`config.mk`:
```
export PLATFORM = sky130hd
export DESIGN_NAME = csi2tx_lb_reg_target_flat
export DESIGN_NICKNAME = d
export VERILOG_FILES = /design/src/rtl/csi2tx_lb_reg_target_if.sv /design/src/rtl/csi2tx_lb_reg_target.sv /design/src/flat_wrapper.sv
export SDC_FILE = /design/constraint.sdc
export NUM_CORES = 1
export LEC_CHECK = 0
export CELL_PAD_IN_SITES_DETAIL_PLACEMENT = 1
export CELL_PAD_IN_SITES_GLOBAL_PLACEMENT = 2
export CORE_ASPECT_RATIO = 0.6
export CORE_UTILIZATION = 26
export CTS_CLUSTER_DIAMETER = 100
export CTS_CLUSTER_SIZE = 40
export DETAILED_ROUTE_END_ITERATION = 7
export PLACE_DENSITY = 0.73
export SLEW_MARGIN = 20
export SYNTH_ARGS = -nofsm -noshare
export SYNTH_HDL_FRONTEND = slang
export SYNTH_SLANG_ARGS = --single-unit
export TNS_END_PERCENT = 20
```
`constraint.sdc`:
```
create_clock -name clk_ahb -period 4.69 [get_ports clk_ahb]
set_input_delay 0.938 -clock clk_ahb [delete_from_list [all_inputs] [get_ports clk_ahb]]
set_output_delay 0.938 -clock clk_ahb [all_outputs]
set_load 0.02 [all_outputs]
```
`src/rtl/csi2tx_lb_reg_target_if.sv`:
```
// Local-bus link between the CSI-2 TX AHB slave bridge (master) and its register target (slave).
interface csi2tx_lb_reg_target_if #(
    parameter int ADDSIZ = 32,
    parameter int DATSIZ = 32
);
    logic              lb_cs;
    logic              lb_adsm;
    logic              lb_wrout;
    logic [3:0]        lb_beout;
    logic [ADDSIZ-1:0] lb_aout;
    logic [DATSIZ-1:0] lb_dout;
    logic              lb_rdyh;
    logic [DATSIZ-1:0] lb_din;
    logic              ahb_error_flag;

    modport master (
        output lb_cs, lb_adsm, lb_wrout, lb_beout, lb_aout, lb_dout,
        input  lb_rdyh, lb_din, ahb_error_flag
    );

    modport slave (
        input  lb_cs, lb_adsm, lb_wrout, lb_beout, lb_aout, lb_dout,
        output lb_rdyh, lb_din, ahb_error_flag
    );
endinterface

```
`src/rtl/csi2tx_lb_reg_target.sv`:
```
// Local-bus register target: 8-word CSR bank with programmable wait states and
// a two-cycle ERROR response for out-of-window, out-of-range or zero-lane accesses.
//
// state | meaning
// IDLE  | ready; captures a strobe and decodes it
// WAIT  | wait-state countdown
// DONE  | one-cycle completion: commit write / drive read data
// ERR1  | first ERROR cycle, bus held not ready
// ERR2  | second ERROR cycle, ready released
module csi2tx_lb_reg_target #(
    parameter int                ADDSIZ      = 32,
    parameter int                DATSIZ      = 32,
    parameter logic [ADDSIZ-1:0] BASE_ADDR   = '0,
    parameter int                WAIT_STATES = 1,
    parameter logic [31:0]       ID_VALUE    = 32'h0C51_0103
) (
    input  logic                         clk_ahb,
    input  logic                         rstahb_n,
    csi2tx_lb_reg_target_if.slave        lb,
    input  logic [31:0]                  sts_set_i,
    output logic [31:0]                  ctrl_o,
    output logic [31:0]                  cfg0_o,
    output logic [31:0]                  cfg1_o,
    output logic                         irq_o
);

    typedef enum logic [2:0] {
        S_IDLE = 3'd0,
        S_WAIT = 3'd1,
        S_DONE = 3'd2,
        S_ERR1 = 3'd3,
        S_ERR2 = 3'd4
    } state_t;

    localparam logic [3:0] WAIT_LOAD = (WAIT_STATES > 0) ? 4'(WAIT_STATES - 1) : 4'd0;

    state_t      state_q, state_d;
    logic [3:0]  wait_cnt_q;
    logic        wr_q;
    logic [3:0]  be_q;
    logic [2:0]  idx_q;
    logic [31:0] wdata_q;

    logic [31:0] ctrl_q, status_q, int_en_q, scratch_q, cfg0_q, cfg1_q, xfer_cnt_q;
    logic [31:0] be_mask;
    logic [31:0] w1c_clr;
    logic [31:0] rd_data;
    logic        dec_err;
    logic        commit;
    logic        unused_ok;

    assign unused_ok = lb.lb_adsm;

    assign dec_err = (lb.lb_aout[ADDSIZ-1:12] != BASE_ADDR[ADDSIZ-1:12])
                   || (|lb.lb_aout[11:5])
                   || (lb.lb_beout == 4'b0000);

    always_ff @(posedge clk_ahb or negedge rstahb_n) begin
        if (!rstahb_n) state_q <= S_IDLE;
        else           state_q <= state_d;
    end

    always_comb begin
        state_d = state_q;
        case (state_q)
            S_IDLE: begin
                if (lb.lb_cs) begin
                    if (dec_err)              state_d = S_ERR1;
                    else if (WAIT_STATES > 0) state_d = S_WAIT;
                    else                      state_d = S_DONE;
                end
            end
            S_WAIT:  if (wait_cnt_q == 4'd0) state_d = S_DONE;
            S_DONE:  state_d = S_IDLE;
            S_ERR1:  state_d = S_ERR2;
            S_ERR2:  state_d = S_IDLE;
            default: state_d = S_IDLE;
        endcase
    end

    always_comb begin
        lb.lb_rdyh        = 1'b0;
        lb.ahb_error_flag = 1'b0;
        lb.lb_din         = '0;
        case (state_q)
            S_IDLE: lb.lb_rdyh = !lb.lb_cs;
            S_DONE: begin
                lb.lb_rdyh = 1'b1;
                if (!wr_q) lb.lb_din = rd_data;
            end
            S_ERR1: lb.ahb_error_flag = 1'b1;
            S_ERR2: begin
                lb.lb_rdyh        = 1'b1;
                lb.ahb_error_flag = 1'b1;
            end
            default: ;
        endcase
    end

    // Access capture and wait-state down-counter.
    always_ff @(posedge clk_ahb or negedge rstahb_n) begin
        if (!rstahb_n) begin
            wait_cnt_q <= 4'd0;
            wr_q       <= 1'b0;
            be_q       <= 4'd0;
            idx_q      <= 3'd0;
            wdata_q    <= 32'd0;
        end else if (state_q == S_IDLE && lb.lb_cs) begin
            wait_cnt_q <= WAIT_LOAD;
            wr_q       <= lb.lb_wrout;
            be_q       <= lb.lb_beout;
            idx_q      <= lb.lb_aout[4:2];
            wdata_q    <= lb.lb_dout[31:0];
        end else if (state_q == S_WAIT && wait_cnt_q != 4'd0) begin
            wait_cnt_q <= wait_cnt_q - 4'd1;
        end
    end

    assign be_mask = {{8{be_q[3]}}, {8{be_q[2]}}, {8{be_q[1]}}, {8{be_q[0]}}};
    assign commit  = (state_q == S_DONE) && wr_q;
    assign w1c_clr = (commit && idx_q == 3'd2) ? (wdata_q & be_mask) : 32'd0;

    function automatic logic [31:0] merge(input logic [31:0] old_v,
                                          input logic [31:0] new_v,
                                          input logic [31:0] mask);
        return (old_v & ~mask) | (new_v & mask);
    endfunction

    // STATUS set is OR'd after the W1C clear so a same-cycle set survives.
    always_ff @(posedge clk_ahb or negedge rstahb_n) begin
        if (!rstahb_n) begin
            ctrl_q     <= 32'd0;
            status_q   <= 32'd0;
            int_en_q   <= 32'd0;
            scratch_q  <= 32'd0;
            cfg0_q     <= 32'd0;
            cfg1_q     <= 32'd0;
            xfer_cnt_q <= 32'd0;
            irq_o      <= 1'b0;
        end else begin
            if (commit) begin
                case (idx_q)
                    3'd1:    ctrl_q    <= merge(ctrl_q,    wdata_q, be_mask);
                    3'd3:    int_en_q  <= merge(int_en_q,  wdata_q, be_mask);
                    3'd4:    scratch_q <= merge(scratch_q, wdata_q, be_mask);
                    3'd5:    cfg0_q    <= merge(cfg0_q,    wdata_q, be_mask);
                    3'd6:    cfg1_q    <= merge(cfg1_q,    wdata_q, be_mask);
                    default: ;
                endcase
            end
            status_q <= (status_q & ~w1c_clr) | sts_set_i;
            if (state_q == S_DONE) xfer_cnt_q <= xfer_cnt_q + 32'd1;
            irq_o <= |(status_q & int_en_q);
        end
    end

    always_comb begin
        rd_data = 32'd0;
        case (idx_q)
            3'd0: rd_data = ID_VALUE;
            3'd1: rd_data = ctrl_q;
            3'd2: rd_data = status_q;
            3'd3: rd_data = int_en_q;
            3'd4: rd_data = scratch_q;
            3'd5: rd_data = cfg0_q;
            3'd6: rd_data = cfg1_q;
            3'd7: rd_data = xfer_cnt_q;
            default: rd_data = 32'd0;
        endcase
    end

    assign ctrl_o = ctrl_q;
    assign cfg0_o = cfg0_q;
    assign cfg1_o = cfg1_q;

endmodule

```
`src/flat_wrapper.sv`:
```
// flat-port wrapper written by rule: the top's interface ports become plain ports
module csi2tx_lb_reg_target_flat 
#(
    parameter int                ADDSIZ      = 32,
    parameter int                DATSIZ      = 32,
    parameter logic [ADDSIZ-1:0] BASE_ADDR   = '0,
    parameter int                WAIT_STATES = 1,
    parameter logic [31:0]       ID_VALUE    = 32'h0C51_0103
)
  (clk_ahb, rstahb_n, sts_set_i, ctrl_o, cfg0_o, cfg1_o, irq_o, lb_lb_cs, lb_lb_adsm, lb_lb_wrout, lb_lb_beout, lb_lb_aout, lb_lb_dout, lb_lb_rdyh, lb_lb_din, lb_ahb_error_flag);
  csi2tx_lb_reg_target_if #(.ADDSIZ(ADDSIZ), .DATSIZ(DATSIZ)) lb_i ();
  input  logic clk_ahb;
  input  logic rstahb_n;
  input  logic [31:0] sts_set_i;
  output logic [31:0] ctrl_o;
  output logic [31:0] cfg0_o;
  output logic [31:0] cfg1_o;
  output logic irq_o;
  input wire logic [$bits(lb_i.lb_cs)-1:0] lb_lb_cs;
  input wire logic [$bits(lb_i.lb_adsm)-1:0] lb_lb_adsm;
  input wire logic [$bits(lb_i.lb_wrout)-1:0] lb_lb_wrout;
  input wire logic [$bits(lb_i.lb_beout)-1:0] lb_lb_beout;
  input wire logic [$bits(lb_i.lb_aout)-1:0] lb_lb_aout;
  input wire logic [$bits(lb_i.lb_dout)-1:0] lb_lb_dout;
  output wire logic [$bits(lb_i.lb_rdyh)-1:0] lb_lb_rdyh;
  output wire logic [$bits(lb_i.lb_din)-1:0] lb_lb_din;
  output wire logic [$bits(lb_i.ahb_error_flag)-1:0] lb_ahb_error_flag;
  assign lb_i.lb_cs = lb_lb_cs;
  assign lb_i.lb_adsm = lb_lb_adsm;
  assign lb_i.lb_wrout = lb_lb_wrout;
  assign lb_i.lb_beout = lb_lb_beout;
  assign lb_i.lb_aout = lb_lb_aout;
  assign lb_i.lb_dout = lb_lb_dout;
  assign lb_lb_rdyh = lb_i.lb_rdyh;
  assign lb_lb_din = lb_i.lb_din;
  assign lb_ahb_error_flag = lb_i.ahb_error_flag;
  csi2tx_lb_reg_target #(.ADDSIZ(ADDSIZ), .DATSIZ(DATSIZ), .BASE_ADDR(BASE_ADDR), .WAIT_STATES(WAIT_STATES), .ID_VALUE(ID_VALUE)) u_core (.clk_ahb(clk_ahb), .rstahb_n(rstahb_n), .lb(lb_i), .sts_set_i(sts_set_i), .ctrl_o(ctrl_o), .cfg0_o(cfg0_o), .cfg1_o(cfg1_o), .irq_o(irq_o));
endmodule
```
==> metrics.yaml <==
grt:
  grt_usage_pct: 18.04
  antenna_found_initial: 0
  grt_pass1_wl_um: 69360
  first_global_vias: 10060
  grt_start_max_net_pins: 120
  grt_overflow: 0
place:
  place.gp.congestion: 0.7828
  dp_hpwl_um: 34350
  dp.cells: 1871
  io_buffer_count: 232
clock_network:
  htree_num_levels: 1
  post_cts_buffers: 0
  cts_tree: "done"
  clock_path_buffers: 3
  cts-root-buf: "clkbuf_16"
  cts_hold_buf: 0
  numClockSinks: 272
  clk_latency_ns: 0.53
  cts_resized: 0
  clk_pin_slew_ns: 0.15
  cts_buffers: 12
routing:
  drt_wl_total_um: 46200
  wl_per_cell_um: 24.43
  dr.first_iter.drc_count: 560
  viasPerCell: 4.948
  firstDrtPassIters: 5
  route.detailed.drc: 0
  ant_nets: 0
  top_layer_used: "met4"
  met1_length_um: 22400
  wl_met2_um: 21290
  num_vias: 9357
  dr_wl_met3_um: 1805
timing:
  finalSetupViolations: 0
  worstMarginPinSlew_ns: 1.033
  report.final.slew_viol_count: 0
  tns_ns: 0
  period_needed_ns: 4.372
  hold_viol_final: 0
  max_freq_ghz: 0.2287
  finClkSkew_ns: 0.05275
  slew-limit-headroom_pct: 31.14
  rsz0062_at_grt: "false"
  fin_crit_sh_pct: 93.23
worst_setup_path:
  crit_chain: "nor3b_4, nand2b_2, or2_1, nor3_1, clkdlybuf4s50_1"
  critPathSlowestCell: "clkdlybuf4s50_1"
  r2r_cells: 6
  cp_slowest_stage_delay_ns: 0.71
  crit_arrival_ns: 3.43
  critPathRequiredTime_ns: 3.75
  crit_path_start_kind: "flop"
  worstSetupStartpoint: "u_core.state_q[0]$_DFFE_PN0P_"
  r2r_start: "u_core.idx_q[0]$_DFFE_PN0P_"
  crit_path_max_fanout: 14
  worstSetupPathType: "flop to primary output"
  worstSetupEndpointType: "primary output"
pwr:
  peakVddDrop_mv: 0.2416
  power.density_mw_per_mm2: 542.2
  report.power.total_mw: 8.933
  leakagePower_nw: 7.116
cells_and_area:
  layout-drive-gt1-share_pct: 24.42
  layoutNonFillerInstCount: 1891
  syn_to_final_growth_pct: 26.23
  final_nets: 1342
  diodes: 0
  multiInputGateArea_mm2: 0.005841
  ff_latch_area_mm2: 0.006815
  n_fill_cell: 5293
synth:
  yosys_register_bits: 272
  netlist_instances: 1026
  netlist_area_mm2: 0.01305
  ys_warn_count: 0
  synth_mux_area_share_pct: 22.85
  synth_top_family_by_area: "multiplexers"
  synth_xor_area_share_pct: 2.282
  postSynthAreaPerCell_um2: 12.72
  ys_types: 53
  synth_adder_area_share_pct: 0.1917
  syn_nets: 1133
  synth_compound_area_share_pct: 9.414
  synth-simple-area-share_pct: 9.999
  ys_seq_area_share_pct: 52.15
floorplan:
  placementRows: 63
  design.die.area_mm2: 0.05113
  die-height_um: 175.5
  core_mm2: 0.04942
  die_w_um: 291.2
  start_util_pct: 26.41
  pin_count: 236
run:
  drv_cap: 0
hold_path:
  hold_path_class: "primary input to asynchronous set/reset pin"
status:
  outcome: "complete, no violations"
cell families (layout without fill, tap and decap cells):
logic type,after synthesis,in the layout
flops,272,272
mux,263,263
simple gates,215,215
compound gates,171,171
buf+inv,69,284
xor+xnor,34,34
fa+ha+maj,2,2
power by group:
part / internal, mW / total (mW) / switching (mW)
combinational: 1.75 / 3.60 / 1.85
clock: 0.609 / 1.48 / 0.867
sequential: 2.93 / 3.86 / 0.923
total: 5.30 / 8.93 / 3.64
placed cells by master, fill, tap and decap left out, types with 3 or more instances in the layout:
master           synthesis  routed
nor3_1                   6       6
a222oi_1                 3       3
a21o_1                  41      41
and3_1                  13      12
a22oi_1                 36      36
and2_1                  10      10
a211oi_1                10      10
a21oi_2                  8       8
a21oi_1                 34      34
dfrtp_1                272     269
clkbuf_16                0      13
nand2_1                 53      53
or2_2                    9       9
nand4_1                 24      24
a221oi_1                14      14
nand2_4                 20      20
nor2_1                  27      27
buf_4                    6      27
o21ai_0                  7       7
xnor2_1                 30      30
nor4_1                   6       6
mux4_2                   5       5
mux2_1                  29      29
xor2_1                   4       4
o32ai_1                  8       8
and4b_1                  3       3
inv_1                    7       7
mux2i_1                 28      28
a22o_1                   4       4
clkdlybuf4s50_1          0     227
and4_1                   5       5
nor2b_1                 12      12
nand3_1                 11      11
mux2_2                 201     201
per-layer routing:
| metal | global-route usage, % | vias up |
|---|---|---|
| met4 | 2.822 | 0 |
| met2 | 28.80 | 167 |
| met1 | 26.03 | 4978 |
| met5 | 0 | - |
| met3 | 2.910 | 33 |
| li1 | - | 4179 |
worst paths after layout:
path / slack (ns) / endpoint
worst max-delay path: 0.32 / lb_lb_din[13]
worst min-delay path: 0.48 / u_core.wdata_q[27]$_DFFE_PN0P_
worst max register to register: 1.99 / u_core.status_q[4]$_DFF_PN0_
worst min register to register: 0.49 / u_core.xfer_cnt_q[31]$_DFFE_PN0P_
max in group asynchronous: 3.20 / u_core.wdata_q[9]$_DFFE_PN0P_
min in group clk_ahb: 0.49 / u_core.xfer_cnt_q[31]$_DFFE_PN0P_
critical path, delay by kind of cell, from the launching register on:
family | cells | cell delay, ns
buffers and inverters | 1 | 0.71
flip-flops | 1 | 0.54
AND/OR/NAND/NOR | 4 | 1.67
area by class of cell:
| class | count | area share (%) |
|---|---|---|
| Sequential cell | 272 | 41.37 |
| Clock inverter | 6 | 0.7291 |
| Tap cell | 650 | 4.937 |
| Clock buffer | 14 | 1.997 |
| Inverter | 7 | 0.1595 |
| Timing Repair Buffer | 257 | 15.36 |
| Multi-Input combinational cell | 685 | 35.45 |
synth_stat cells, drive strengths merged:
cell     instances  share of area [%]
and4             5               0.34
a22o             4               0.27
clkbuf          15               0.44
o22ai            2              0.096
o21ai            7               0.27
a211oi          10               0.58
a2111oi          1              0.067
a222oi           3               0.23
o32ai            8               0.54
o22a             1              0.067
nor2            28               0.86
or4              2               0.12
buf             47                2.5
nand2           73                3.2
ha               2               0.19
and3            13               0.62
a31oi            2              0.096
nor4             6               0.29
a21o            41                2.4
mux2i           28                2.1
xnor2           30                2.0
a21oi           42                1.8
and4bb           2               0.19
and4b            3               0.23
nand3b           2               0.12
nor3             6               0.23
nand3           11               0.42
mux4             5               0.86
inv              7               0.20
and3b            2               0.13
dfrtp          272                 52
xor2             4               0.27
or3b             1              0.067
mux2           230                 20
a22oi           36                2.1
nand4           24                1.2
and2            10               0.48
a221oi          14               0.94
nand2b           2               0.12
or2             10               0.48
nor2b           12               0.58
nor3b            3               0.34
through the flow:
stage          util (%)  cell area [µm²]  hold WS (ns)  setup slack, ns
2_1_floorplan         -            13050        0.4401            1.915
3_3_place_gp      32.42            16030        0.4618           0.8773
3_5_place_dp      32.42            16030        0.4660           0.8753
4_1_cts           33.33            16470        0.4880           0.2852
5_1_grt           33.33            16470        0.5228           0.1524
6_report          33.33            16470        0.4758           0.3177
Note: power is estimated with default switching activity, not from simulation.
